--- config.mk ---
export PLATFORM = sky130hd
export DESIGN_NAME = keypad_scanner
export DESIGN_NICKNAME = d
export VERILOG_FILES = /design/src/rtl/alarm_pkg.sv /design/src/rtl/sync_2ff.sv /design/src/rtl/keypad_scanner.sv
export SDC_FILE = /design/constraint.sdc
export NUM_CORES = 1
export LEC_CHECK = 0
export CORE_MARGIN = 2
export CORE_UTILIZATION = 58
export DETAILED_ROUTE_END_ITERATION = 16
export PLACE_DENSITY = 0.8
export SLEW_MARGIN = 20
export SYNTH_ARGS = -nofsm -noshare
export SYNTH_HDL_FRONTEND = slang
export SYNTH_SLANG_ARGS = --single-unit
--- constraint.sdc ---
create_clock -name clock -period 2.72 [get_ports clock]
set_input_delay 0.544 -clock clock [delete_from_list [all_inputs] [get_ports clock]]
set_output_delay 0.544 -clock clock [all_outputs]
set_load 0.05 [all_outputs]
--- src/rtl/alarm_pkg.sv ---
// Shared types for the alarm-clock keypad front end: key codes, scanner states
// and the row/column to digit decode.
package alarm_pkg;

   localparam int unsigned KEY_W = 4;
   localparam int unsigned ROW_W = 4;
   localparam int unsigned COL_W = 3;

   typedef logic [KEY_W-1:0] key_code_t;

   localparam key_code_t NOKEY = 4'd10;

   typedef enum logic [1:0] {
      SCAN     = 2'd0,
      DEBOUNCE = 2'd1,
      HELD     = 2'd2,
      RELEASE  = 2'd3
   } scan_state_t;

   // Digit for one low row on the given column; * , # and multi-row presses give NOKEY.
   function automatic key_code_t decode_key(input logic [1:0] col_idx,
                                            input logic [ROW_W-1:0] srow);
      key_code_t code;
      code = NOKEY;
      if (col_idx <= 2'd2) begin
         case (srow)
            4'b1110: code = key_code_t'(int'(col_idx) + 1);
            4'b1101: code = key_code_t'(int'(col_idx) + 4);
            4'b1011: code = key_code_t'(int'(col_idx) + 7);
            4'b0111: code = (col_idx == 2'd1) ? 4'd0 : NOKEY;
            default: code = NOKEY;
         endcase
      end
      return code;
   endfunction

endpackage

--- src/rtl/sync_2ff.sv ---
// Two-flop synchronizer for asynchronous inputs; resets to all ones (idle for active-low lines).
module sync_2ff #(
   parameter int unsigned WIDTH = 1
) (
   input  logic             clock,
   input  logic             reset,
   input  logic [WIDTH-1:0] d,
   output logic [WIDTH-1:0] q
);

   logic [WIDTH-1:0] meta;

   always_ff @(posedge clock) begin
      if (!reset) begin
         meta <= '1;
         q    <= '1;
      end else begin
         meta <= d;
         q    <= meta;
      end
   end

endmodule

--- src/rtl/keypad_scanner.sv ---
// 3x4 keypad column scanner with press/release debounce; emits a held digit
// code and a one-cycle pulse when a new digit is accepted.
module keypad_scanner
   import alarm_pkg::*;
#(
   parameter int unsigned SCAN_DIV     = 256,
   parameter int unsigned DEBOUNCE_CNT = 8
) (
   input  logic             clock,
   input  logic             reset,
   input  logic [ROW_W-1:0] row,
   output logic [COL_W-1:0] col,
   output key_code_t        key,
   output logic             key_press
);

   localparam int unsigned SLOT_W = $clog2(SCAN_DIV);
   localparam int unsigned CNT_W  = $clog2(DEBOUNCE_CNT + 1);
   localparam logic [SLOT_W-1:0] SLOT_LAST = SLOT_W'(SCAN_DIV - 1);
   localparam logic [CNT_W-1:0]  CNT_DONE  = CNT_W'(DEBOUNCE_CNT);
   localparam logic [COL_W-1:0]  COL_RESET = 3'b110;

   logic [ROW_W-1:0]  srow;
   logic [SLOT_W-1:0] slot;
   scan_state_t       state, state_n;
   logic [CNT_W-1:0]  cnt, cnt_n;
   key_code_t         code, code_n;
   key_code_t         key_n;
   logic              key_press_n;
   logic [COL_W-1:0]  col_n;
   logic [1:0]        col_idx;
   logic              sample;
   key_code_t         cand;
   logic              cand_valid;
   logic              match;

   sync_2ff #(.WIDTH(ROW_W)) u_sync (
      .clock (clock),
      .reset (reset),
      .d     (row),
      .q     (srow)
   );

   assign sample     = (slot == SLOT_LAST);
   assign cand       = decode_key(col_idx, srow);
   assign cand_valid = (cand != NOKEY);
   assign match      = cand_valid && (cand == code);

   always_comb begin
      case (col)
         3'b101:  col_idx = 2'd1;
         3'b011:  col_idx = 2'd2;
         default: col_idx = 2'd0;
      endcase
   end

   // Next-state and output decisions happen only on the sampling slot.
   always_comb begin
      state_n     = state;
      cnt_n       = cnt;
      code_n      = code;
      key_n       = key;
      key_press_n = 1'b0;
      col_n       = col;
      if (sample) begin
         case (state)
            SCAN: begin
               if (cand_valid) begin
                  code_n = cand;
                  cnt_n  = CNT_W'(1);
                  if (cnt_n == CNT_DONE) begin
                     state_n     = HELD;
                     key_n       = cand;
                     key_press_n = 1'b1;
                  end else begin
                     state_n = DEBOUNCE;
                  end
               end else begin
                  col_n = {col[1:0], col[2]};
               end
            end
            DEBOUNCE: begin
               if (match) begin
                  cnt_n = cnt + CNT_W'(1);
                  if (cnt_n == CNT_DONE) begin
                     state_n     = HELD;
                     key_n       = code;
                     key_press_n = 1'b1;
                  end
               end else begin
                  state_n = SCAN;
                  cnt_n   = '0;
               end
            end
            HELD: begin
               if (!match) begin
                  cnt_n = CNT_W'(1);
                  if (cnt_n == CNT_DONE) begin
                     state_n = SCAN;
                     cnt_n   = '0;
                     key_n   = NOKEY;
                     col_n   = {col[1:0], col[2]};
                  end else begin
                     state_n = RELEASE;
                  end
               end
            end
            RELEASE: begin
               if (match) begin
                  state_n = HELD;
                  cnt_n   = '0;
               end else begin
                  cnt_n = cnt + CNT_W'(1);
                  if (cnt_n == CNT_DONE) begin
                     state_n = SCAN;
                     cnt_n   = '0;
                     key_n   = NOKEY;
                     col_n   = {col[1:0], col[2]};
                  end
               end
            end
            default: begin
               state_n = SCAN;
               cnt_n   = '0;
            end
         endcase
      end
   end

   always_ff @(posedge clock) begin
      if (!reset) begin
         state     <= SCAN;
         slot      <= '0;
         cnt       <= '0;
         code      <= NOKEY;
         key       <= NOKEY;
         key_press <= 1'b0;
         col       <= COL_RESET;
      end else begin
         state     <= state_n;
         slot      <= sample ? '0 : slot + SLOT_W'(1);
         cnt       <= cnt_n;
         code      <= code_n;
         key       <= key_n;
         key_press <= key_press_n;
         col       <= col_n;
      end
   end

endmodule
==> flow_summary_export.csv <==
group,metric,value,unit
timing,hold_violations,0,
cells_and_area,fin_nets,237,
placed_design,numPortBuffers,13,
yosys,synth-edff-count,0,
clock_network,h-tree-depth,2,
yosys,synth_seq_cells,34,
cells_and_area,area_growth,11.5,%
timing,max_slew.worst_pin.slew,0.698,ns
critical_path,critPathArrivalTime,2.80,ns
power,power.ir.vdd_worst,426,uV
cells_and_area,drive_above_1_share,10.9,%
timing,fmax,394,MHz
yosys,yosysWarnings,0,
floorplanning,io_pins,14,
cells_and_area,area.sequential,682,um2
grt,grt_pass1_wl,7070,um
cells_and_area,mostFrequentLayoutCells,"dfxtp_1 (33), nor2_1 (20), nand2_1 (18), nand3_1 (14), clkdlybuf4s50_1 (13)",
critical_path,cp-end-kind,"flop",
drt,drt-pass1-iter-count,4,
drt,wire_length_reported_by_the_detailed_router,4140,um
placed_design,dp.cells,266,
clock_network,cts_num_sinks,34,
timing,worst_max_slew_margin_expressed_relative_to_the_limit,53.3,%
yosys,synthesis.area_per_instance,8.62,um2
critical_path,crit_path_max_incr_delay,0.49,ns
timing,unrepaired_setup_endpoints_after_global_routing,"no",
timing,skew,0.0111,ns
cells_and_area,utilization,69.0,%
clock_network,clk_path_buf_depth,2,
clock_network,path_clk_slew,0.11,ns
placed_design,place_congestion,0.908,
timing,timing.final.setup_violations,0,
cells_and_area,mostFrequentLayoutCell,"dfxtp_1",
grt,globalRouteTotalUtil,25.1,%
drt,drt_first_iter_violations,113,
drt,routed_via_density,5.99,
power,power.leakage,0.826,nW
timing,finalSetupTns,0,ns
yosys,synthesis.area,1910,um2
critical_path,critical-path-top-delay-family,"simple AND/OR/NAND/NOR gates",
grt,grt_pass1_vias,1516,
cells_and_area,multi_input_area,1130,um2
cells_and_area,layoutNonFillerInstCount,274,
yosys,seq_area_frac_synth,35.7,%
cells_and_area,antenna_cells,0,
critical_path,worst-endpoint-required,2.98,ns
critical_path,timing.critical_path.from_type,"flop",
grt,grt_start_max_net_pins,19,
timing,final_min_period_over_clock_period,93.2,%
cells_and_area,fillerInstances,249,
critical_path,slowest_library_cell_on_the_worst_path,"dfxtp_1",
drt,num_vias,1640,
drt,drt.antenna.violating_nets,0,
critical_path,cp_num_buf_inv,0,
floorplanning,core_area,3080,um2
clock_network,insertion_delay,0.34,ns
critical_path,cp_cell_sequence,"xor2_1 -> nand2_1 -> mux2i_1 -> a221o_1 -> or3_4 -> mux2_4 -> o21ai_1",
critical_path,crit_path_max_fanout,9,
floorplanning,placementRows,20,
clock_network,root_buffer,"clkbuf_4",
yosys,async_flop_share,0,%
grt,grt-ovfl-total,0,
status,status,"completed",
floorplanning,die_height,61.3,um
yosys,synth_cells,221,
floorplanning,dieArea,3760,um2
timing,post-route-min-period,2.54,ns
flow_run,max-cap-violations,0,
clock_network,tritoncts,"done",
yosys,synth_cell_types,50,
power,power.density,461,nW/um2
hold_path,min-delay-path-class,"flop to flop",
drt,wl_per_cell,15.1,um
yosys,synth_nets,229,
placed_design,dp_hpwl,2900,um
power,total_power_consumption,0.000979,W
grt,initial_antenna_violation_count,0,
timing,max_transition_viols_final,0,
critical_path,worst-setup-path-type,"flop to flop",
floorplanning,die_x_extent,61.3,um
yosys,synth_top_flop_cell,"dfxtp_1",
clock_network,inserted_clock_buffers,5,
timing,hold_slack,0.414,ns
floorplanning,start_util,61.9,%
drt,drc,0,
==> routing by layer <==
layer | track usage (%) | part of all wire [%]
met2 | 36.6 | 46
met5 | 0 | 0
met4 | 11.8 | 2.2
met1 | 34.3 | 46
met3 | 6.93 | 5.4
==> power breakdown <==
| group | leakage, nW | internal [W] | total (W) | switching, W |
|---|---|---|---|---|
| clock | 0.0450 | 0.000190 | 0.000361 | 0.000171 |
| combinational | 0.505 | 0.0000414 | 0.0000942 | 0.0000527 |
| sequential | 0.277 | 0.000510 | 0.000524 | 0.0000137 |
==> Yosys cell counts, types with 3 or more instances <==
cell type / instances / area share [%]
nand2_1: 18 / 3.5
o21ai_0: 5 / 1.3
inv_1: 9 / 1.8
nand2b_1: 12 / 3.9
o2bb2ai_1: 4 / 1.8
nand4_1: 5 / 1.6
or3_1: 3 / 0.99
buf_2: 3 / 0.79
xnor2_1: 5 / 2.3
a21oi_1: 6 / 1.6
nor2_1: 20 / 3.9
nand3_1: 14 / 3.7
xor2_1: 7 / 3.2
nor4_1: 3 / 0.99
a31oi_1: 4 / 1.3
o21ba_2: 3 / 1.6
nand4b_1: 4 / 1.8
mux2i_1: 8 / 4.2
nor3_1: 3 / 0.79
clkbuf_1: 7 / 1.4
and3_1: 6 / 2.0
dfxtp_1: 34 / 36
==> metrics by stage <==
stage               setup WS, ns  area [um2]
floorplan                  0.133        1910
global placement           0.151        2030
detailed placement         0.149        2030
CTS                       0.0812        2100
global route              0.0754        2120
finish                     0.184        2120
==> state kept, by name, summed over array words and instances, names as in the netlist, named ones only <==
| signal | cells |
|---|---|
| u_sync.meta | 4 |
| code | 4 |
| state | 1 |
| key_press | 1 |
| cnt | 4 |
| key | 4 |
| u_sync.q | 4 |
| slot | 8 |
| col | 3 |
==> path summary, 6_finish.rpt <==
path,start,to,slack [ns],depth (start not counted)
worst min register to register,u_sync.meta[3],u_sync.q[3],0.41,1
worst max register to register,col[2],key[3],0.18,7
worst min-delay path,u_sync.meta[3],u_sync.q[3],0.41,1
worst max-delay path,col[2],key[3],0.18,7
==> cell type report <==
class                   instances  share of cell area, %
inverters                       9                   1.59
repair buffers                 15                   6.83
clock buffers                   5                   1.77
well taps                      44                   2.59
flip-flops and latches         34                   32.1
clock inverters                 3                   1.88
multi-input cells             164                   53.2
==> timing repair <==
item,CTS,global route
gates resized for setup,0,4
buffers inserted,0,0
hold buffers,0,0
setup endpoints to repair,0,10
==> kinds of logic (layout without fill, tap and decap cells) <==
family | Yosys count | in the layout | share of synthesized area [%]
flops | 34 | 34 | 35.7
xor+xnor | 12 | 12 | 5.52
compound gates | 41 | 41 | 17.1
buf+inv | 23 | 32 | 5.91
fa+ha+maj | 2 | 2 | 1.31
mux | 11 | 11 | 6.37
simple gates | 98 | 98 | 28.1
(Power assumes the default switching activity.)
